==> src/rtl/inst_buffer_pkg.sv <==
// Shared types for the instruction buffer: operations, exceptions, the
// stored entry layout and the HI/LO-pair split classification.
package inst_buffer_pkg;

  localparam int unsigned INST_BUF_DEPTH = 16;

  typedef logic [31:0] virt_t;
  typedef logic [31:0] uint32_t;
  typedef logic [3:0]  exception_t;

  typedef enum logic [4:0] {
    OP_SLL, OP_ADDU, OP_SUBU, OP_AND, OP_OR, OP_LW, OP_SW, OP_BEQ, OP_J,
    OP_MULT, OP_MULTU, OP_DIV, OP_DIVU, OP_MADD, OP_MADDU, OP_MSUB, OP_MSUBU,
    OP_MUL, OP_MFHI, OP_MFLO
  } operation_t;

  typedef struct packed {
    virt_t      pc;
    uint32_t    inst;
    operation_t op;
    exception_t exc;
  } inst_buf_entry_t;

  // Operations whose HI/LO results are produced by two consecutive micro-ops.
  function automatic logic is_split_op(operation_t op);
    case (op)
      OP_MULT, OP_MULTU, OP_DIV, OP_DIVU, OP_MADD, OP_MADDU,
      OP_MSUB, OP_MSUBU, OP_MUL: return 1'b1;
      default:                   return 1'b0;
    endcase
  endfunction

endpackage

==> src/rtl/inst_buf_uop_select.sv <==
// Combinational lane construction from the head (H) and next (N) buffer
// entries. Produces up to two micro-ops, the number of entries to retire
// and the next head_half value. Splitting is enabled by INST_BUF_SPLIT_EN.
module inst_buf_uop_select
  import inst_buffer_pkg::*;
#(
  parameter int unsigned CW = 5
) (
  input  inst_buf_entry_t       head,
  input  inst_buf_entry_t       next,
  input  logic [CW-1:0]         count,
`ifdef INST_BUF_SPLIT_EN
  input  logic                  head_half,
  output logic                  head_half_next,
`endif
  output logic [1:0]            lane_valid,
  output inst_buf_entry_t [1:0] lane,
  output logic [1:0]            lane_is_inst2,
  output logic [1:0]            pop_cnt
);

  logic split_h;
  logic split_n;
  logic half;
  logic half_next;

`ifdef INST_BUF_SPLIT_EN
  // An excepting entry is never split; it issues once as the first half.
  assign split_h = is_split_op(head.op) && (head.exc == '0);
  assign split_n = is_split_op(next.op) && (next.exc == '0);
  assign half    = head_half;
  assign head_half_next = half_next;
`else
  assign split_h = 1'b0;
  assign split_n = 1'b0;
  assign half    = 1'b0;
`endif

  // Build the two lanes; invalid lanes are driven to zero.
  always_comb begin
    lane_valid    = '0;
    lane[0]       = '0;
    lane[1]       = '0;
    lane_is_inst2 = '0;
    pop_cnt       = 2'd0;
    half_next     = half;
    if (count != '0) begin
      lane_valid[0] = 1'b1;
      lane[0]       = head;
      if (split_h && !half) begin
        // Both halves of the head issue together, even with count == 1.
        lane_valid[1]    = 1'b1;
        lane[1]          = head;
        lane_is_inst2[1] = 1'b1;
        pop_cnt          = 2'd1;
        half_next        = 1'b0;
      end else begin
        // Head is either non-split or already half issued (second half now).
        lane_is_inst2[0] = split_h;
        if (count >= CW'(2)) begin
          lane_valid[1] = 1'b1;
          lane[1]       = next;
          pop_cnt       = split_n ? 2'd1 : 2'd2;
          half_next     = split_n;
        end else begin
          pop_cnt   = 2'd1;
          half_next = 1'b0;
        end
      end
    end
  end

`ifndef INST_BUF_SPLIT_EN
  logic unused_half;
  assign unused_half = half_next;
`endif

endmodule

==> src/rtl/inst_buffer.sv <==
// Dual-lane instruction queue between fetch and the two decode slots.
// Circular storage with wrap-bit pointers; occupancy is the pointer
// difference. HI/LO-pair splitting is enabled by defining INST_BUF_SPLIT_EN.
module inst_buffer
  import inst_buffer_pkg::*;
#(
  parameter int unsigned DEPTH = INST_BUF_DEPTH
) (
  input  logic                  clk,
  input  logic                  rst,
  input  logic                  flush,
  input  logic [1:0]            in_valid,
  input  logic [1:0][31:0]      in_pc,
  input  logic [1:0][31:0]      in_inst,
  input  operation_t [1:0]      in_op,
  input  exception_t [1:0]      in_exc,
  output logic                  in_ready,
  output logic [1:0]            out_valid,
  output logic [1:0][31:0]      out_pc,
  output logic [1:0][31:0]      out_inst,
  output operation_t [1:0]      out_op,
  output exception_t [1:0]      out_exc,
  output logic [1:0]            out_is_inst2,
  input  logic                  out_ready
);

  localparam int unsigned AW = $clog2(DEPTH);
  localparam int unsigned CW = AW + 1;

  logic [CW-1:0] wr_ptr;
  logic [CW-1:0] rd_ptr;
  logic [CW-1:0] count;
  logic [CW-1:0] wr_inc;
  logic [CW-1:0] pop_inc;
  logic [AW-1:0] wr_idx;
  logic [AW-1:0] wr_idx1;
  logic [AW-1:0] rd_idx;
  logic [AW-1:0] rd_idx1;

  inst_buf_entry_t       mem [DEPTH];
  inst_buf_entry_t       in_entry [2];
  inst_buf_entry_t       head;
  inst_buf_entry_t       next;
  inst_buf_entry_t [1:0] lane;
  logic [1:0]            lane_valid;
  logic [1:0]            lane_is_inst2;
  logic [1:0]            pop_cnt;
  logic                  wr_en;
  logic                  pop_en;

  // Wrap bits make the difference exact even when the pointers alias.
  assign count    = wr_ptr - rd_ptr;
  assign in_ready = (count <= CW'(DEPTH - 2));
  assign wr_idx   = wr_ptr[AW-1:0];
  assign wr_idx1  = wr_idx + AW'(1);
  assign rd_idx   = rd_ptr[AW-1:0];
  assign rd_idx1  = rd_idx + AW'(1);
  assign wr_inc   = CW'(in_valid[0]) + CW'(in_valid[1]);
  assign pop_inc  = CW'(pop_cnt);
  assign wr_en    = in_ready && (in_valid != '0) && !flush;
  assign pop_en   = out_ready && lane_valid[0] && !flush;
  assign head     = mem[rd_idx];
  assign next     = mem[rd_idx1];

  // Pack incoming lanes into storage entries.
  always_comb begin
    for (int unsigned i = 0; i < 2; i++) begin
      in_entry[i] = '{pc: in_pc[i], inst: in_inst[i], op: in_op[i], exc: in_exc[i]};
    end
  end

  // Storage write; valid lanes are compacted so the oldest lands at wr_ptr.
  always_ff @(posedge clk) begin
    if (wr_en) begin
      if (in_valid[0]) begin
        mem[wr_idx] <= in_entry[0];
        if (in_valid[1]) mem[wr_idx1] <= in_entry[1];
      end else begin
        mem[wr_idx] <= in_entry[1];
      end
    end
  end

  // Pointer update; flush discards everything and blocks write and pop.
  always_ff @(posedge clk or posedge rst) begin
    if (rst) begin
      wr_ptr <= '0;
      rd_ptr <= '0;
    end else if (flush) begin
      wr_ptr <= '0;
      rd_ptr <= '0;
    end else begin
      if (wr_en)  wr_ptr <= wr_ptr + wr_inc;
      if (pop_en) rd_ptr <= rd_ptr + pop_inc;
    end
  end

`ifdef INST_BUF_SPLIT_EN
  logic head_half;
  logic head_half_next;

  // Tracks whether the head entry's first half has already issued.
  always_ff @(posedge clk or posedge rst) begin
    if (rst)         head_half <= 1'b0;
    else if (flush)  head_half <= 1'b0;
    else if (pop_en) head_half <= head_half_next;
  end
`endif

  inst_buf_uop_select #(
    .CW(CW)
  ) u_sel (
    .head          (head),
    .next          (next),
    .count         (count),
`ifdef INST_BUF_SPLIT_EN
    .head_half     (head_half),
    .head_half_next(head_half_next),
`endif
    .lane_valid    (lane_valid),
    .lane          (lane),
    .lane_is_inst2 (lane_is_inst2),
    .pop_cnt       (pop_cnt)
  );

  // Unpack lanes onto the decode-side ports.
  always_comb begin
    out_valid    = lane_valid;
    out_is_inst2 = lane_is_inst2;
    for (int unsigned i = 0; i < 2; i++) begin
      out_pc[i]   = lane[i].pc;
      out_inst[i] = lane[i].inst;
      out_op[i]   = lane[i].op;
      out_exc[i]  = lane[i].exc;
    end
  end

endmodule

==> config.mk <==
export PLATFORM = sky130hd
export DESIGN_NAME = inst_buffer
export DESIGN_NICKNAME = d
export VERILOG_FILES = /design/src/rtl/inst_buffer_pkg.sv /design/src/rtl/inst_buf_uop_select.sv /design/src/rtl/inst_buffer.sv
export SDC_FILE = /design/constraint.sdc
export NUM_CORES = 2
export LEC_CHECK = 0
export CAP_MARGIN = 40
export CORE_MARGIN = 5
export CORE_UTILIZATION = 35
export CTS_CLUSTER_DIAMETER = 60
export DETAILED_ROUTE_END_ITERATION = 7
export HOLD_SLACK_MARGIN = 0.12
export SYNTH_ARGS = -nofsm -noshare
export SYNTH_HDL_FRONTEND = slang
export SYNTH_SLANG_ARGS = --single-unit
==> constraint.sdc <==
create_clock -name clk -period 10.1 [get_ports clk]
set_input_delay 2.02 -clock clk [delete_from_list [all_inputs] [get_ports clk]]
set_output_delay 2.02 -clock clk [all_outputs]
set_load 0.01 [all_outputs]
**Word-level counts from Yosys, hierarchy flattened**

Memories as Yosys holds them, arrays and structs flattened.
Cells that the tools add are included.
Widths: inputs -> output; s select.

- $lt $le $gt $ge: 2
- Reductions and logical operators: 9
- Mux-type cells: 21
- Add/subtract/negate cells: 6
- Bitwise logic cells: 1

Operator list:

| kind | number |
|---|---|
| $mux 146 | 1 |
| $mux 73 | 2 |
| $mux 5 | 4 |
| $mux 1 | 11 |
| $add 5x2->5 | 2 |
| $add 4x1->4 const B | 2 |
| $mux 2 | 3 |
| $reduce_bool 2->1 | 3 |
| $ge 5x2->1 const B | 1 |
| $le 5x4->1 const B | 1 |
| $reduce_bool 5->1 | 1 |
| $sub 5x5->5 | 1 |
| $logic_and 1x1->1 | 4 |
| $add 1x1->2 | 1 |
| $logic_not 1->1 | 1 |
| $or 1x1->1 | 1 |

- Register bits after elaboration: 10
- Bits in writable memories: 1168
- Output and inout port bits: 151
- Memories kept: 1
- Word-level logic and storage cells: 42
- Input bits: 152

Memories:

| name | depth | width | rd ports | clocked after memory_dff | wr ports | RTL line | RTL |
|---|---|---|---|---|---|---|---|
| mem | 16 | 73 | 2 | 0 | 2 | inst_buffer.sv:40 | `inst_buf_entry_t mem [DEPTH];` |

**Logic depth before layout (Yosys ltp)**

- Depth after elaboration: 8
- Gate-level depth with buffers: 17
- Depth with buffers taken out: 15

**By module**

A second synthesis with hierarchy kept.

- Cells, all modules: 3855
- Area total of the unflattened synthesis: 69309.0 µm²

Modules (own cells, without submodules):

| module | seq. area each (µm²) | area an instance (µm²) | instances | cells an instance |
|---|---|---|---|---|
| inst_buffer | 35323.9 | 68126.6 | 1 | 3676 |
| inst_buf_uop_select | 0.0 | 1182.4 | 1 | 179 |

**Worst setup path before layout**

Ideal clock, no wire load.

- Path type: flip-flop to flip-flop
- Start: reg rd_ptr[3]
- End: mem mem[1][0] (netlist bit), enable pin
- Data required time: 9415 ps
- Stages on the path, launching flop included: 11
- Buffers on the path: 4
- Clock period less this slack: 10894 ps
- Data arrival time: 10209 ps
- Slack: -794 ps
- Setup time: 685 ps
- Cells stage by stage: dfrtp_1 -> clkinv_1 -> clkbuf_1 -> buf_1 -> ha_1 -> or3_4 -> a311oi_4 -> buf_12 -> buf_6 -> nand4b_2 -> nor4_1

RTL lines:

| element | RTL line | RTL |
|---|---|---|
| from (decl) | inst_buffer.sv:31 | `logic [CW-1:0] rd_ptr;` |
| from (signal assigned) | inst_buffer.sv:94 | `if (pop_en) rd_ptr <= rd_ptr + pop_inc;` |
| to (decl) | inst_buffer.sv:40 |  |

==> reports/qor.csv <==
metric;value;unit
hold-worst-slack;0.6687;ns
holdPathEnd;wr_ptr[4];
hp-class;reg2reg;
floorplan.initialDensity;35.19;%
final_report_setup_violation_count;0;
vias;41271;
route.antenna.remaining_nets;0;
slew_violations;0;
layout.filler_cells;18218;
r2r-end;mem[1][56];
synth_commonest_cells;1168 x edfxtp_1, 657 x mux4_2, 630 x mux2_4, 545 x mux2_2, 202 x clkbuf_1;
netlist_top_cells_area;edfxtp_1 49%, mux4_2 21%, mux2_4 13%;
globalplace.congestion;0.7656;
yosys_warnings;0;
grt_first_pass_wirelength;328.1;mm
static-leakage-power;27.92;nW
fp.dieArea;0.2149;mm2
startpoint;rd_ptr[0];
synth-seq-cells;1178;
finalHoldViolations;0;
maximum_number_of_pins_on_one_net_before_global_route_repair;105;
boundaryPins;303;
synthToLayoutAreaGrowth;15.00;%
outcome;finished clean;
postSynth.topFlopCell;edfxtp_1;
layout.cell_area.non_filler;0.08280;mm2
drt_first_iter_violations;3956;
r2r_start;rd_ptr[2];
core_region_area;0.2046;mm2
worstSetupStartpointType;flop;
hold-path-cell-count;2;
synth-seq-area-share;49.06;%
worstPathRequired;8.08;ns
netlist.top_cell.by_area;edfxtp_1;
switching_power;7.625;mW
finalWorstPathRequiredPeriod;7.188;ns
first_pass_iters;5;
headroom_to_the_max_slew_limit;32.18;%
clock_tree.root_cell;clkbuf_16;
row_count;166;
grt_remaining_overflow;0;
drive_gt1_share;52.26;%
utilization_of_the_core_after_routing;40.47;%
port-buffer-count;300;
synth-edff-count;1168;
cp_data_arrival_time;5.17;ns
synth_top_area_share;48.71;%
number_of_global_route_vias_before_repair;42715;
hold_path.startpoint;wr_ptr[4];
place.detailed.instances;6659;
floorplan.die.width;463.6;um
timing.fmax;139.1;MHz
rsz0062_at_grt;no;
number_of_antenna_violations_at_the_first_check_in_global_routing;50;
placement.cell_area;0.07801;mm2
cpMaxStageDelayCell;a211oi_1;
layout_worst_path_cycle_share;71.16;%
place_hpwl;133.7;mm
cts_buffers;149;
clk_pin_slew;0.06;ns
max_capacitance_violation_total;0;
wl_per_cell;33.47;um
totalWireLength;232.4;mm
globalRouteTotalUtil;21.12;%
power.switching_fraction;35.58;%
path_class;reg2out;
clock_tree_from_tritoncts;yes;
cts_setup_buffers;0;
library_cells_used_by_synthesis;52;
drc;0;
power.clock.fraction;24.2;%
power.share.combinational;47.9;%
power-per-cell-area;258.8;mW/mm2
ys_async_sr_fraction;0.8489;%
viasPerCell;5.945;
cts_buffer_depth;3;
worstSkewPairLatency;0.80;ns
synthMostInstantiatedCell;edfxtp_1;
tightestPinTransition;1.011;ns
multi_input_area;0.03446;mm2
postSynthCellCount;4013;
postCtsHoldBufs;0;
cts.sink_count;1178;
register_to_register_path_setup_slack;4.43;ns
internal-power;13.80;mW
max_stage_delay;0.79;ns
cp_max_fo;102;
irDropWorstVdd;0.6064;mV
setup.worst_path.end_class;output pin;
ctsHtreeMaxLevel;4;
reg2reg_depth;11;
crit_chain;buf_12 -> nand3_1 -> xnor2_2 -> buf_4 -> buf_4 -> a211oi_1 -> a211oi_1 -> clkdlybuf4s50_1;
nNetsFinal;4286;
seq_power_share;27.9;%
cts_resized;0;
die_y;463.6;um
final-instance-count-excl-fill;6942;
synthesis.area;0.07200;mm2
ff_latch_area;0.03534;mm2
post_synthesis_average_cell_area;17.94;um2
skew;0.03081;ns
==> how the worst max path moves through the flow <==
| stage | endpoint | slack [ns] | depth (start not counted) |
|---|---|---|---|
| floorplan | mem[1][0] | -0.79 | 10 |
| global route | out_pc[29] | 2.70 | 9 |
| finish | out_exc[6] | 2.91 | 8 |
| CTS | out_inst[1] | 2.79 | 9 |
| global placement | out_exc[1] | 3.65 | 9 |
| detailed placement | out_inst[1] | 3.69 | 9 |
==> stage by stage <==
step | setup WS, ns | power [mW] | TNS (ns)
global placement | 3.652 | 16.29 | 0
CTS | 2.787 | 21.73 | 0
detailed placement | 3.686 | 16.49 | 0
floorplan | -0.7935 | 12.01 | -115.86
global route | 2.704 | 22.30 | 0
finish | 2.912 | 21.43 | 0
==> sequential cells by signal, summed over array words and instances (netlist names) <==
| name | cells |
|---|---|
| rd_ptr | 5 |
| wr_ptr | 5 |
| mem | 1168 |
==> layout make-up <==
type / count / share of cell area (%)
Inverter: 10 / 0.05440
Multi-Input combinational cell: 2348 / 41.62
Clock buffer: 179 / 4.690
Tap cell: 2688 / 4.062
Antenna cell: 19 / 0.05742
Timing Repair Buffer: 436 / 5.839
Sequential cell: 1178 / 42.67
Clock inverter: 84 / 1.003
==> power groups by stage <==
stage	registers, mW	clock network [mW]	logic [mW]
2_1_floorplan	6.02	0	5.99
3_3_place_gp	6.06	0	10.2
3_5_place_dp	6.07	0	10.4
4_1_cts	5.97	5.29	10.5
5_1_grt	6.00	5.50	10.8
6_report	5.97	5.19	10.3
==> critical path, delay by kind of cell (launching register included) <==
family                 cells  cell delay, ns
AND/OR/NAND/NOR            1            0.23
XOR/XNOR                   1            0.26
flip-flops                 1            0.63
buffers and inverters      4            2.19
AO/OA/AOI/OAI              2            0.89
==> cell usage in the layout (no fill, tap or decap), drive strengths merged, types with 2 or more instances in the layout <==
| master | instances |
|---|---|
| a2111oi | 2 |
| a211oi | 147 |
| a21boi | 2 |
| a21oi | 17 |
| a311oi | 2 |
| and2 | 76 |
| and3b | 2 |
| buf | 136 |
| bufinv | 10 |
| clkbuf | 179 |
| clkdlybuf4s50 | 300 |
| clkinv | 58 |
| clkinvlp | 6 |
| conb | 2 |
| dfrtp | 10 |
| diode | 19 |
| edfxtp | 1168 |
| fa | 3 |
| ha | 8 |
| inv | 20 |
| mux2 | 1175 |
| mux2i | 74 |
| mux4 | 657 |
| nand2 | 34 |
| nand2b | 7 |
| nand3 | 4 |
| nand3b | 2 |
| nand4b | 5 |
| nor2 | 20 |
| nor2b | 80 |
| nor3 | 7 |
| nor3b | 2 |
| nor4 | 2 |
| o21ai | 3 |
| o31ai | 3 |
| xnor2 | 2 |
| xor2 | 2 |
==> cell families after synthesis <==
| family | Yosys count | synth area share [%] |
|---|---|---|
| flops | 1178 | 49.06 |
| xor+xnor | 4 | 0.04867 |
| fa+ha+maj | 11 | 0.2224 |
| other cells | 1 | 0.005208 |
| mux | 1906 | 43.24 |
| compound gates | 180 | 1.851 |
| simple gates | 245 | 2.186 |
| buf+inv | 488 | 3.383 |
==> layer usage <==
| metal | GRT usage (%) | part of all wire, % |
|---|---|---|
| met5 | 0 | 0.065 |
| met4 | 6.462 | 2.9 |
| met3 | 3.834 | 6.2 |
| met2 | 36.21 | 50 |
| met1 | 27.28 | 41 |
(Power assumes the default switching activity.)
